$ cat config.mk
export PLATFORM = sky130hd
export DESIGN_NAME = seq_alu
export DESIGN_NICKNAME = d
export VERILOG_FILES = /design/src/rtl/seq_alu.sv
export SDC_FILE = /design/constraint.sdc
export NUM_CORES = 1
export LEC_CHECK = 0
export BUFFER_PORTS_ARGS = -buffer_cell sky130_fd_sc_hd__buf_2
export CORE_MARGIN = 4
export CORE_UTILIZATION = 38
export CTS_BUF_LIST = sky130_fd_sc_hd__clkbuf_2 sky130_fd_sc_hd__clkbuf_4 sky130_fd_sc_hd__clkbuf_8
export DETAILED_ROUTE_END_ITERATION = 7
export GPL_TIMING_DRIVEN = 0
export SLEW_MARGIN = 5
export SYNTH_ARGS = -nofsm -noshare
export SYNTH_HDL_FRONTEND = slang
export SYNTH_SLANG_ARGS = --single-unit
$ cat constraint.sdc
create_clock -name clk -period 3.7 [get_ports clk]
set_input_delay 0.185 -clock clk [delete_from_list [all_inputs] [get_ports clk]]
set_output_delay 0.185 -clock clk [all_outputs]
set_load 0.1 [all_outputs]
$ cat src/rtl/seq_alu.sv
// Sequential ALU with valid/ready handshakes, registered result and {N,Z,C,V} flags.
// ADD/SUB/logic ops finish on the accept edge; shifts and multiply iterate serially in BUSY.
module seq_alu #(
    parameter  int WIDTH = 8,
    localparam int CW    = $clog2(WIDTH)
) (
    input  logic             clk,
    input  logic             rst_n,
    input  logic             in_valid,
    output logic             in_ready,
    input  logic [WIDTH-1:0] a,
    input  logic [WIDTH-1:0] b,
    input  logic [2:0]       n,
    output logic             out_valid,
    input  logic             out_ready,
    output logic [WIDTH-1:0] r,
    output logic [3:0]       cc
);
    localparam int CNTW = CW + 1;

    localparam logic [2:0] OP_ADD = 3'b000;
    localparam logic [2:0] OP_SUB = 3'b001;
    localparam logic [2:0] OP_AND = 3'b010;
    localparam logic [2:0] OP_OR  = 3'b011;
    localparam logic [2:0] OP_XOR = 3'b100;
    localparam logic [2:0] OP_SHL = 3'b101;
    localparam logic [2:0] OP_SHR = 3'b110;
    localparam logic [2:0] OP_MUL = 3'b111;

    typedef enum logic [1:0] {IDLE, BUSY, DONE} state_t;

    state_t             state_q, state_d;
    logic [2:0]         op_q, op_d;
    logic [WIDTH-1:0]   w_q, w_d;       // shift operand, or remaining multiplier bits
    logic [2*WIDTH-1:0] mc_q, mc_d;
    logic [2*WIDTH-1:0] acc_q, acc_d;
    logic [CNTW-1:0]    cnt_q, cnt_d;
    logic [WIDTH-1:0]   r_q, r_d;
    logic [3:0]         cc_q, cc_d;

    logic [2:0]         cur_op;
    logic [WIDTH-1:0]   sh_in, sh_res;
    logic               sh_bit;
    logic [WIDTH:0]     sum, diff;
    logic [2*WIDTH-1:0] acc_nx;
    logic [CW-1:0]      s;
    logic               load, res_c, res_v;
    logic [WIDTH-1:0]   res;

    // One-bit shifter shared by the accept cycle (operand a) and every BUSY cycle (w_q).
    always_comb begin
        cur_op = (state_q == IDLE) ? n : op_q;
        sh_in  = (state_q == IDLE) ? a : w_q;
        if (cur_op == OP_SHR) begin
            sh_res = {1'b0, sh_in[WIDTH-1:1]};
            sh_bit = sh_in[0];
        end else begin
            sh_res = {sh_in[WIDTH-2:0], 1'b0};
            sh_bit = sh_in[WIDTH-1];
        end
        sum    = {1'b0, a} + {1'b0, b};
        diff   = {1'b0, a} - {1'b0, b};
        acc_nx = acc_q + (w_q[0] ? mc_q : '0);
        s      = b[CW-1:0];
    end

    // NOTE: every signal written here gets a default first so no path infers a latch.
    always_comb begin
        state_d = state_q;
        op_d    = op_q;
        w_d     = w_q;
        mc_d    = mc_q;
        acc_d   = acc_q;
        cnt_d   = cnt_q;
        load    = 1'b0;
        res     = '0;
        res_c   = 1'b0;
        res_v   = 1'b0;

        case (state_q)
            IDLE: begin
                if (in_valid) begin
                    op_d    = n;
                    state_d = DONE;
                    load    = 1'b1;
                    case (n)
                        OP_ADD: begin
                            res   = sum[WIDTH-1:0];
                            res_c = sum[WIDTH];
                            res_v = (a[WIDTH-1] == b[WIDTH-1]) && (sum[WIDTH-1] != a[WIDTH-1]);
                        end
                        OP_SUB: begin
                            res   = diff[WIDTH-1:0];
                            res_c = diff[WIDTH];
                            res_v = (a[WIDTH-1] != b[WIDTH-1]) && (diff[WIDTH-1] != a[WIDTH-1]);
                        end
                        OP_AND: res = a & b;
                        OP_OR:  res = a | b;
                        OP_XOR: res = a ^ b;
                        OP_SHL, OP_SHR: begin
                            // The first bit moves on the accept edge, so s bits take s edges in total.
                            if (s == '0) begin
                                res = a;
                            end else if (s == CW'(1)) begin
                                res   = sh_res;
                                res_c = sh_bit;
                            end else begin
                                w_d     = sh_res;
                                cnt_d   = {1'b0, s} - CNTW'(1);
                                load    = 1'b0;
                                state_d = BUSY;
                            end
                        end
                        OP_MUL: begin
                            w_d     = b;
                            mc_d    = {{WIDTH{1'b0}}, a};
                            acc_d   = '0;
                            cnt_d   = CNTW'(WIDTH);
                            load    = 1'b0;
                            state_d = BUSY;
                        end
                        default: ;
                    endcase
                end
            end
            BUSY: begin
                cnt_d = cnt_q - CNTW'(1);
                if (op_q == OP_MUL) begin
                    acc_d = acc_nx;
                    mc_d  = {mc_q[2*WIDTH-2:0], 1'b0};
                    w_d   = {1'b0, w_q[WIDTH-1:1]};
                    res   = acc_nx[WIDTH-1:0];
                    res_c = |acc_nx[2*WIDTH-1:WIDTH];
                end else begin
                    w_d   = sh_res;
                    res   = sh_res;
                    res_c = sh_bit;
                end
                if (cnt_q == CNTW'(1)) begin
                    load    = 1'b1;
                    state_d = DONE;
                end
            end
            DONE: begin
                if (out_ready) state_d = IDLE;
            end
            default: state_d = IDLE;
        endcase

        r_d  = load ? res : r_q;
        cc_d = load ? {res[WIDTH-1], (res == '0), res_c, res_v} : cc_q;
    end

    // NOTE: state is assigned with <= so every flop samples the pre-edge values of the others.
    always_ff @(posedge clk or negedge rst_n) begin
        if (!rst_n) begin
            state_q <= IDLE;
            op_q    <= '0;
            w_q     <= '0;
            mc_q    <= '0;
            acc_q   <= '0;
            cnt_q   <= '0;
            r_q     <= '0;
            cc_q    <= '0;
        end else begin
            state_q <= state_d;
            op_q    <= op_d;
            w_q     <= w_d;
            mc_q    <= mc_d;
            acc_q   <= acc_d;
            cnt_q   <= cnt_d;
            r_q     <= r_d;
            cc_q    <= cc_d;
        end
    end

    assign in_ready  = (state_q == IDLE) && rst_n;
    assign out_valid = (state_q == DONE);
    assign r         = r_q;
    assign cc        = cc_q;

endmodule

==> reports/metrics.csv <==
metric,value,unit
Synth Instances,677,
NetSw,2.02,mW
fin nets,793,
core outline area,0.0139,mm²
total setup buffers inserted after CTS,0,
Post-Syn Area per Cell,8.04,µm²
Initial Util,39.1,%
post-DP HPWL,14500,µm
max-capacitance violation count,0,
Die Footprint,0.0163,mm²
actual slew at the worst max-slew pin,1.03,ns
CP Data Required Time,3.95,ns
"Hold Vio Cnt, Final",0,
die width,128,µm
highest achievable clock rate,286,MHz
global-route wire length before repair,28900,µm
arrival time worst endpoint,3.75,ns
"FF+latch count, synth",60,
Post-Syn Area,0.00544,mm²
htree depth,3,
Worst Hold Class,input pin to register,
final non-filler cell total,908,
DRT Pass-1 Iters,5,
DR WL met3,1050,µm
ANT cells,0,
drc violations,0,
PwrDens,648,mW/mm²
fin crit share,94.6,%
Sw Ratio,51.5,%
post-layout util,43.5,%
synthesized net count,747,
vias,5450,
all-layer global routing usage,22.5,%
# rows,43,
CTS tree,yes,
status,completed,
height of the die,128,µm
crit start category,register,
critical-path maximum fanout,20,
vias in the first global route,5341,
CP Class,register to register,
VDD IR max,0.000229,V
Max Used Layer,met4,
headroom to the max-slew limit,30.9,%
clk slew on worst S/H paths,0.07,ns
antenna violations before repair,0,
RSZ-0062 raised after global routing,no,
DR iter-0 viols,472,
Synth async-reset ratio,100,%
RePlAce Congestion,0.965,
vias per cell,6.00,
largest net degree at the start of global routing,62,
CP Cell Sequence,and2_1 -> ha_1 -> fa_1 -> a21o_1 -> a211oi_1 -> nor3_1 -> a21oi_1 -> or4b_1 -> or4_1 -> o41ai_2,
ratio of cells with drive above 1 in the final layout,11.4,%
worst-skew pair later-pin latency,0.35,ns
dpl cells,893,
number of synthesis warnings,0,
Layout Skew,0.0121,ns
# IOs,37,
total wire length,18400,µm
met2 WL,8630,µm
CTS Root Cell,clkbuf_8,
metal1 wirelength,8170,µm
wire per inst,20.3,µm
TritonCTS Buffers,9,
max-slew violation count,0,
library cells used by synthesis,74,
"EDFF count, synth",0,
Worst path slowest cell,or4_1,
Buf/Inv on CP,0,
Leak,2.84,nW
Int Pwr,1.90,mW
synth-to-layout area growth,11.4,%
combinational share of power,56.7,%
Flop pwr share,27.2,%
number of port buffers,36,
sequential share of the synthesized area,27.6,%
CP Capture Type,register,
clk sink count,60,
final antenna-violating net count,0,
Finish-stage setup viols,0,
Synth Flop Type,dfrtp_1,
crit-path leading delay family,simple AND/OR/NAND/NOR gates,
Clock Power Share,16.1,%
Max stage delay on crit path,0.56,ns
grt ovf,0,
Tmin final,3.50,ns
clock buffer depth,2,
worst register-to-register path: cells and delay by family, from the launching register on:
kind,cells,cell delay [ns]
AOI/OAI and AO/OA,4,0.81
adders and majority gates,2,0.67
DFF,1,0.53
and+or+nand+nor,4,1.40
flip-flops by register name, indices dropped and copies added (netlist names):
register / flops
op_q: 3
mc_q: 16
w_q: 8
cc: 3
state_q: 2
cnt_q: 4
acc_q: 16
r: 8
power groups by stage:
stage	Clock, mW	Combinational (mW)	Sequential (mW)
finish	0.632	2.22	1.07
global route	0.671	2.40	1.09
CTS	0.642	2.20	1.06
detailed placement	0	2.22	1.05
global placement	0	2.20	1.04
floorplan	0	1.36	1.30
stage by stage:
stage                     setup WS (ns)  hold WS, ns  TNS, ns  cell area, µm²  total power, mW
after floorplan                   0.436       -0.111        0            5440             2.66
after global placement           -0.105        0.412   -0.105            5850             3.24
after detailed placement         -0.116        0.319   -0.116            5850             3.27
after CTS                         0.135       0.0256        0            6060             3.90
after global routing              0.107       0.0416        0            6060             4.16
final                             0.199       0.0389        0            6060             3.92
layer usage:
metal | vias up | track usage, %
li1 | 2568 | -
met1 | 2641 | 29.9
met2 | 205 | 37.2
met3 | 36 | 3.42
met4 | 0 | 8.68
met5 | - | 0
final timing paths:
kind | start | endpoint | slack, ns | cells past startpoint
min reg2reg | r[1] | r[1] | 0.47 | 1
min in group asynchronous | rst_n | acc_q[12] | 0.45 | 2
max in group asynchronous | rst_n | w_q[0] | 2.70 | 2
max reg2reg | w_q[0] | cc[2] | 0.20 | 10
max | w_q[0] | cc[2] | 0.20 | 10
min | out_ready | state_q[1] | 0.04 | 2
final cells by class:
cell class	count	area (µm²)
Timing Repair Buffer	37	193
Clock buffer	12	159
Inverter	36	135
Clock inverter	4	47.5
Tap cell	180	225
Fill cell	1429	7880
Buffer	43	185
Sequential cell	60	1500
Multi-Input combinational cell	536	3610
synthesized netlist by cell type (3+ instances only):
master | number | area, µm²
mux2_2 | 7 | 78.8
a211oi_1 | 15 | 113
and4b_1 | 3 | 30.0
nand4_1 | 3 | 18.8
o31ai_1 | 7 | 52.6
nor2b_1 | 9 | 56.3
nand2b_1 | 3 | 18.8
o221ai_1 | 4 | 35.0
and3_1 | 6 | 37.5
o21bai_1 | 3 | 22.5
nor4_1 | 4 | 25.0
xor2_1 | 5 | 43.8
xnor2_1 | 9 | 78.8
a21o_1 | 10 | 75.1
or2_2 | 3 | 18.8
buf_2 | 7 | 35.0
nand3b_1 | 4 | 30.0
nand2_1 | 75 | 282
inv_1 | 35 | 131
mux2i_1 | 10 | 100
a31o_2 | 3 | 26.3
clkbuf_1 | 33 | 124
nand3_1 | 16 | 80.1
o21a_1 | 4 | 30.0
a211o_1 | 3 | 26.3
o311ai_0 | 5 | 43.8
dfrtp_1 | 60 | 1500
o21ai_0 | 47 | 235
a22o_1 | 19 | 166
a22oi_1 | 3 | 22.5
a31oi_1 | 8 | 50.1
a21oi_1 | 46 | 230
nor4bb_1 | 3 | 30.0
a221oi_1 | 3 | 26.3
o211ai_1 | 15 | 113
nor2_1 | 51 | 191
o32ai_1 | 3 | 26.3
and2_1 | 17 | 106
o22ai_1 | 5 | 31.3
ha_1 | 44 | 551
nor3_1 | 24 | 120
fa_1 | 3 | 60.1
layout by cell type (no fill, tap or decap), drive strengths merged, types with 15 or more instances in the layout:
cell    count
o211ai     15
ha         44
a21oi      46
o21ai      49
and2       17
a22o       19
dfrtp      60
clkbuf     43
nor3       24
nor2       51
a211oi     15
nand3      16
inv        36
buf        48
nand2      75
logic make-up (layout without fill, tap and decap cells):
group,Yosys count,count (layout),share of synthesized area [%]
simple gates,232,232,21.0
compound gates,224,224,28.0
buf+inv,81,132,6.02
flops,60,60,27.6
fa+ha+maj,48,48,11.4
mux,18,18,3.70
xor+xnor,14,14,2.25
repair_timing:
item | 4_1_cts | 5_1_grt
setup endpoints to repair | 1 | 1
gates resized for setup | 0 | 1
hold buffers | 1 | 0
hold endpoints to repair | 60 | 0
(Power assumes the default switching activity.)
